File: src/rtl/morse_tone_player.sv
// Purpose: plays a latched Morse on/off pattern (bit 0 first) as a square-wave tone,
//          one pattern bit per UNIT_CYC cycles, one-shot or looped with a silent gap.
// Latency: first beep-eligible cycle is the cycle after start is accepted; a pass is len_eff*UNIT_CYC cycles.
// Backpressure: none; start is taken only in IDLE, start while busy is dropped, abort wins over start.
//
// Ports:
//   clk      - clock, all logic on the rising edge
//   rst      - synchronous reset, active-low
//   start    - request playback (sampled in IDLE only)
//   pattern  - on/off bits, latched on an accepted start
//   len      - bits to play, latched (clamped to PAT_W) on an accepted start
//   loop_en  - loop mode, sampled at the end of each pass
//   abort    - stop playback on the next edge, no done pulse
//   busy     - high in PLAY or GAP
//   done     - one-cycle pulse on normal completion (or on a len=0 start)
//   bit_idx  - index of the bit currently playing (0 outside PLAY)
//   beep     - tone output to the buzzer
module morse_tone_player #(
  parameter int PAT_W     = 75,
  parameter int LEN_W     = 7,
  parameter int UNIT_CYC  = 12000000,
  parameter int TONE_HALF = 50000,
  parameter int GAP_UNITS = 7
) (
  input  logic             clk,
  input  logic             rst,
  input  logic             start,
  input  logic [PAT_W-1:0] pattern,
  input  logic [LEN_W-1:0] len,
  input  logic             loop_en,
  input  logic             abort,
  output logic             busy,
  output logic             done,
  output logic [LEN_W-1:0] bit_idx,
  output logic             beep
);

  localparam int GAP_CYC = UNIT_CYC * GAP_UNITS;
  // unit_cnt also times the gap, so it is sized for the longer of the two intervals.
  localparam int UW = (GAP_CYC > 1) ? $clog2(GAP_CYC) : 1;
  localparam int TW = (TONE_HALF > 1) ? $clog2(TONE_HALF) : 1;

  localparam logic [UW-1:0]    UNIT_LAST = UW'(UNIT_CYC - 1);
  localparam logic [UW-1:0]    GAP_LAST  = UW'(GAP_CYC - 1);
  localparam logic [TW-1:0]    TONE_LAST = TW'(TONE_HALF - 1);
  localparam logic [LEN_W-1:0] PAT_MAX   = LEN_W'(PAT_W);

  typedef enum logic [1:0] {
    S_IDLE = 2'd0,
    S_PLAY = 2'd1,
    S_GAP  = 2'd2
  } state_t;

  state_t           state_q;
  state_t           state_d;
  logic [PAT_W-1:0] pat_q;
  logic [LEN_W-1:0] len_q;
  logic [LEN_W-1:0] bit_idx_q;
  logic [UW-1:0]    unit_cnt;
  logic [TW-1:0]    tone_cnt;
  logic             tone_q;
  logic             done_q;

  logic             accept;
  logic             bit_end;
  logic             last_bit;
  logic             gap_end;
  logic [LEN_W-1:0] len_eff;

  assign accept   = (state_q == S_IDLE) & start & ~abort;
  assign bit_end  = (state_q == S_PLAY) & (unit_cnt == UNIT_LAST);
  assign last_bit = (bit_idx_q == (len_q - LEN_W'(1)));
  assign gap_end  = (state_q == S_GAP) & (unit_cnt == GAP_LAST);
  assign len_eff  = (len > PAT_MAX) ? PAT_MAX : len;

  // State register
  always_ff @(posedge clk) begin
    if (!rst) begin
      state_q <= S_IDLE;
    end else begin
      state_q <= state_d;
    end
  end

  // Next-state logic
  always_comb begin
    state_d = state_q;
    case (state_q)
      S_IDLE: begin
        if (accept && (len != '0)) begin
          state_d = S_PLAY;
        end
      end
      S_PLAY: begin
        if (abort) begin
          state_d = S_IDLE;
        end else if (bit_end && last_bit) begin
          state_d = loop_en ? S_GAP : S_IDLE;
        end
      end
      S_GAP: begin
        if (abort) begin
          state_d = S_IDLE;
        end else if (gap_end) begin
          state_d = S_PLAY;
        end
      end
      default: state_d = S_IDLE;
    endcase
  end

  // Pattern latch, bit/unit/tone counters and the done pulse.
  always_ff @(posedge clk) begin
    if (!rst) begin
      pat_q     <= '0;
      len_q     <= '0;
      bit_idx_q <= '0;
      unit_cnt  <= '0;
      tone_cnt  <= '0;
      tone_q    <= 1'b0;
      done_q    <= 1'b0;
    end else begin
      done_q <= 1'b0;
      case (state_q)
        S_IDLE: begin
          if (accept) begin
            if (len == '0) begin
              // Empty request: acknowledge without playing anything.
              done_q <= 1'b1;
            end else begin
              pat_q     <= pattern;
              len_q     <= len_eff;
              bit_idx_q <= '0;
              unit_cnt  <= '0;
              tone_cnt  <= '0;
              tone_q    <= 1'b1;
            end
          end
        end
        S_PLAY: begin
          if (abort) begin
            bit_idx_q <= '0;
            unit_cnt  <= '0;
            tone_cnt  <= '0;
            tone_q    <= 1'b0;
          end else if (bit_end) begin
            // Every bit starts with a fresh tone phase so each beep sounds identical.
            unit_cnt <= '0;
            tone_cnt <= '0;
            tone_q   <= 1'b1;
            if (last_bit) begin
              bit_idx_q <= '0;
              done_q    <= ~loop_en;
            end else begin
              bit_idx_q <= bit_idx_q + LEN_W'(1);
            end
          end else begin
            unit_cnt <= unit_cnt + UW'(1);
            if (tone_cnt == TONE_LAST) begin
              tone_cnt <= '0;
              tone_q   <= ~tone_q;
            end else begin
              tone_cnt <= tone_cnt + TW'(1);
            end
          end
        end
        S_GAP: begin
          if (abort) begin
            unit_cnt <= '0;
            tone_cnt <= '0;
            tone_q   <= 1'b0;
          end else if (gap_end) begin
            unit_cnt <= '0;
            tone_cnt <= '0;
            tone_q   <= 1'b1;
          end else begin
            unit_cnt <= unit_cnt + UW'(1);
          end
        end
        default: begin
          unit_cnt <= '0;
        end
      endcase
    end
  end

  // Outputs: purely from registered state, no input-to-output path.
  always_comb begin
    busy    = (state_q != S_IDLE);
    done    = done_q;
    bit_idx = bit_idx_q;
    beep    = (state_q == S_PLAY) & tone_q & (|(pat_q & (PAT_W'(1) << bit_idx_q)));
  end

endmodule

File: config.mk
export PLATFORM = sky130hd
export DESIGN_NAME = morse_tone_player
export DESIGN_NICKNAME = d
export VERILOG_FILES = /design/src/rtl/morse_tone_player.sv
export SDC_FILE = /design/constraint.sdc
export NUM_CORES = 1
export LEC_CHECK = 0
export ABC_AREA = 0
export CORE_AREA = 2 2 95 165
export CTS_CLUSTER_DIAMETER = 30
export DETAILED_ROUTE_END_ITERATION = 7
export DIE_AREA = 0 0 97 167
export PLACE_DENSITY_LB_ADDON = 0.25
export SLEW_MARGIN = 25
export SYNTH_ARGS = -nofsm -noshare
export SYNTH_HDL_FRONTEND = slang
export SYNTH_SLANG_ARGS = --single-unit
File: constraint.sdc
create_clock -name clk -period 3.5 [get_ports clk]
set_input_delay 1.05 -clock clk [delete_from_list [all_inputs] [get_ports clk]]
set_output_delay 1.05 -clock clk [all_outputs]
set_load 0.05 [all_outputs]
==> flow_summary.yaml <==
timing:
  finalSetupViolCount: 1
  setup_ws_ns: -0.136
  drv_slew: 0
  skew_ns: 0.0112
  max-slew-margin-rel: 0.497
  period_share: 1.04
  setup_tns_ns: -0.136
  finalHoldViolations: 0
  grt_setup_unrepaired: "yes"
  max_freq_ghz: 0.275
  worstMarginPinSlew_ns: 0.754
  fin_crit_ns: 3.64
yosys:
  avgSynthCellArea_sq_um: 7.82
  syn-num-nets: 937
  async_reset_ff_frac: 0
  synth_warnings: 0
  synth.largest_area_cell: "dfxtp_1"
  synth.top_cell.area_share: 0.416
  ys_top_cells_by_area: "dfxtp_1, nand2_1, a21oi_1, xor2_1, nor2_1"
  synthCells: 837
  ys_ff_latch: 136
  netlist_area_sq_mm: 0.00655
  synth.distinct_cells: 62
  seq_area_frac_synth: 0.416
  synth_edf_count: 0
  ys.flop_type: "dfxtp_1"
clock_tree:
  cts_htree_levels: 4
  cts_tree: "built"
  cts_made_buffers: 17
  clockBufferDepth: 2
  cts.sinks: 136
  ctsHoldBuffers: 0
  path_clk_slew_ns: 0.06
  worstSkewPairLatency_ns: 0.42
  clockRootBuffer: "clkbuf_16"
setup_path:
  crit_type: "reg2out"
  r2r_cells: 7
  crit_family: "compound AO/OA/AOI/OAI gates"
  critPathCaptureType: "primary output"
  critPathMaxStageDelay_ns: 0.51
  endpoint: "beep"
  critical_path_depth: 8
  startpoint: "bit_idx[0]"
  start_kind: "flop"
  crit_buf_inv: 2
  worst_ep_required_time_ns: 2.45
  worstPathArrival_ns: 2.59
  cpMaxStageDelayCell: "mux4_2"
  cp_cell_sequence: "buf_6 > ha_4 > a222oi_1 > mux4_2 > o2111ai_4 > o41ai_4 > a311oi_4 > buf_12"
  r2r-start: "unit_cnt[8]"
  reg2reg_slack_ns: 0.70
  crit_fanout: 6
  timing.rr.end: "bit_idx[2]"
power_and_ir_drop:
  clockPowerShare: 0.395
  p_total_uw: 4500
  combinationalPowerShare: 0.216
  p_int_uw: 3140
  swShare: 0.302
  p_sw_uw: 1360
  p_per_area_mw_per_mm2: 516
  power_frac_seq: 0.390
  power_leakage_uw: 0.00296
  ir_drop_v: 0.000351
final_layout:
  finalNonFillerCells: 1137
  nFillCells: 1329
  layout.nets: 1041
  final_common_cell: "nand2_1"
  n_antenna_cell: 0
  areaGrowthSynthToFinish_pct: 33.1
  final_cell_mix: "nand2_1, dfxtp_1, clkdlybuf4s50_1"
  seqCellArea_sq_mm: 0.00274
  multi_input_area_sq_mm: 0.00375
  drive_gt1_frac: 0.119
floorplan:
  initial_utilization: 0.441
  io_pins: 97
  rows: 59
  dieArea_sq_mm: 0.0162
  die_w_um: 97
  fp.dieH_um: 167
  coreArea_sq_mm: 0.0148
route:
  routedWlPerCell_um: 16.4
  vias_per_cell: 5.57
  drc: 0
  num_vias: 6328
  ant_nets: 0
  wirelength_um: 18600
  first_pass_iters: 5
  first_iter_violations: 409
run_status:
  violations: "negative setup slack"
  status: "complete, but fails checks"
worst_hold_path:
  hold_path_class: "reg2reg"
grt:
  overflow: 0
  grt_max_degree: 80
  grt_pass1_vias: 6030
  grt_antenna_before_repair: 0
  track_usage: 0.224
  grt_pass1_wl_um: 29300
placed_design:
  place_inst: 1095
  io_buffers: 96
  gp_congestion: 0.883
  dp_hpwl_um: 13100
flow_run:
  maxCapViolCount: 0
[logic make-up (layout without fill, tap and decap cells)]
group	Yosys count	in the layout	share of synthesized area
flip-flops	136	136	0.416
AO/OA/AOI/OAI	172	172	0.165
buffers and inverters	71	188	0.0417
AND/OR/NAND/NOR	388	388	0.273
multiplexers	8	8	0.0143
adder cells (fa/ha/maj)	13	13	0.0248
XOR/XNOR	49	49	0.0655
[state kept, by name (all words and copies together), names as in the netlist]
| name | flops |
|---|---|
| pat_q | 75 |
| tone_cnt | 16 |
| bit_idx | 7 |
| state_q | 2 |
| tone_q | 1 |
| unit_cnt | 27 |
| len_q | 7 |
| done | 1 |
[timing repair]
item                                    in CTS  in global routing
endpoints found under the setup margin       1                  1
gates resized for setup                     24                 13
pin swaps                                    8                 10
buffers inserted                             6                  4
[synthesized netlist by cell type, types with 2 or more instances]
| cell type | count |
|---|---|
| nand2_1 | 200 |
| dfxtp_1 | 136 |
| a21oi_1 | 93 |
| nor2_1 | 58 |
| clkbuf_1 | 41 |
| nand3_1 | 33 |
| xor2_1 | 26 |
| xnor2_1 | 23 |
| nor3_1 | 20 |
| inv_1 | 16 |
| a22oi_1 | 13 |
| ha_1 | 13 |
| nand4_1 | 13 |
| and3_1 | 10 |
| a31oi_1 | 9 |
| buf_1 | 9 |
| or4_1 | 9 |
| nor2b_1 | 7 |
| mux2i_1 | 6 |
| nand3b_1 | 6 |
| nor3b_1 | 6 |
| nor4b_1 | 6 |
| o21ai_0 | 6 |
| buf_2 | 5 |
| nand2b_1 | 5 |
| nand4b_1 | 5 |
| a2111oi_0 | 4 |
| a211oi_1 | 4 |
| a221oi_1 | 4 |
| a222oi_1 | 4 |
| o211ai_1 | 4 |
| o22ai_1 | 4 |
| a22o_1 | 3 |
| a211oi_2 | 2 |
| a21boi_1 | 2 |
| and4_1 | 2 |
| nor4_1 | 2 |
| o21ai_1 | 2 |
| o31ai_1 | 2 |
| or3_1 | 2 |
[power groups by stage]
stage / clock, uW / sequential (uW) / combinational, uW
3_3_place_gp: 0 / 1780 / 925
4_1_cts: 1800 / 1750 / 947
6_report: 1780 / 1750 / 972
5_1_grt: 1860 / 1770 / 1060
3_5_place_dp: 0 / 1780 / 931
2_1_floorplan: 0 / 1760 / 577
[per-layer routing]
layer / vias to the layer above / routed length (um) / GRT usage
met4: 0 / 729 / 0.102
met3: 47 / 691 / 0.0369
li1: 3125 / - / -
met5: - / 0 / 0
met1: 2978 / 6940 / 0.232
met2: 178 / 10300 / 0.430
[worst reg2reg max path, stage by stage, from the launching register on]
cell and delay, ns:
dfxtp_1 0.36, or4_1 0.56, or4_1 0.55, or2_2 0.36, a211oi_2 0.26, buf_4 0.17
nor2_1 0.04, a2111oi_0 0.36
[stage by stage]
step / hold WS, ns / area [sq um] / setup slack, ns / utilization
6_report: 0.456 / 8720 / -0.136 / 0.588
5_1_grt: 0.479 / 8720 / -0.195 / 0.588
4_1_cts: 0.454 / 8610 / -0.0390 / 0.580
3_5_place_dp: 0.446 / 7870 / 0.159 / 0.530
3_3_place_gp: 0.443 / 7870 / 0.175 / 0.530
2_1_floorplan: 0.432 / 6580 / 0.00789 / -
[worst min path at each step]
stage | depth (start not counted) | startpoint | slack, ns | endpoint
2_1_floorplan | 2 | pat_q[33] | 0.43 | pat_q[33]
3_3_place_gp | 2 | pat_q[69] | 0.44 | pat_q[69]
3_5_place_dp | 2 | pat_q[33] | 0.45 | pat_q[33]
4_1_cts | 2 | pat_q[33] | 0.45 | pat_q[33]
5_1_grt | 2 | pat_q[49] | 0.48 | pat_q[49]
6_report | 2 | pat_q[58] | 0.46 | pat_q[58]
[layout make-up]
type | instances | area share
flip-flops and latches | 136 | 0.314
repair buffers | 140 | 0.154
well taps | 183 | 0.0263
multi-input cells | 630 | 0.430
inverters | 16 | 0.00746
clock inverters | 13 | 0.0165
clock buffers | 19 | 0.0508
Note: power is estimated with default switching activity, not from simulation.
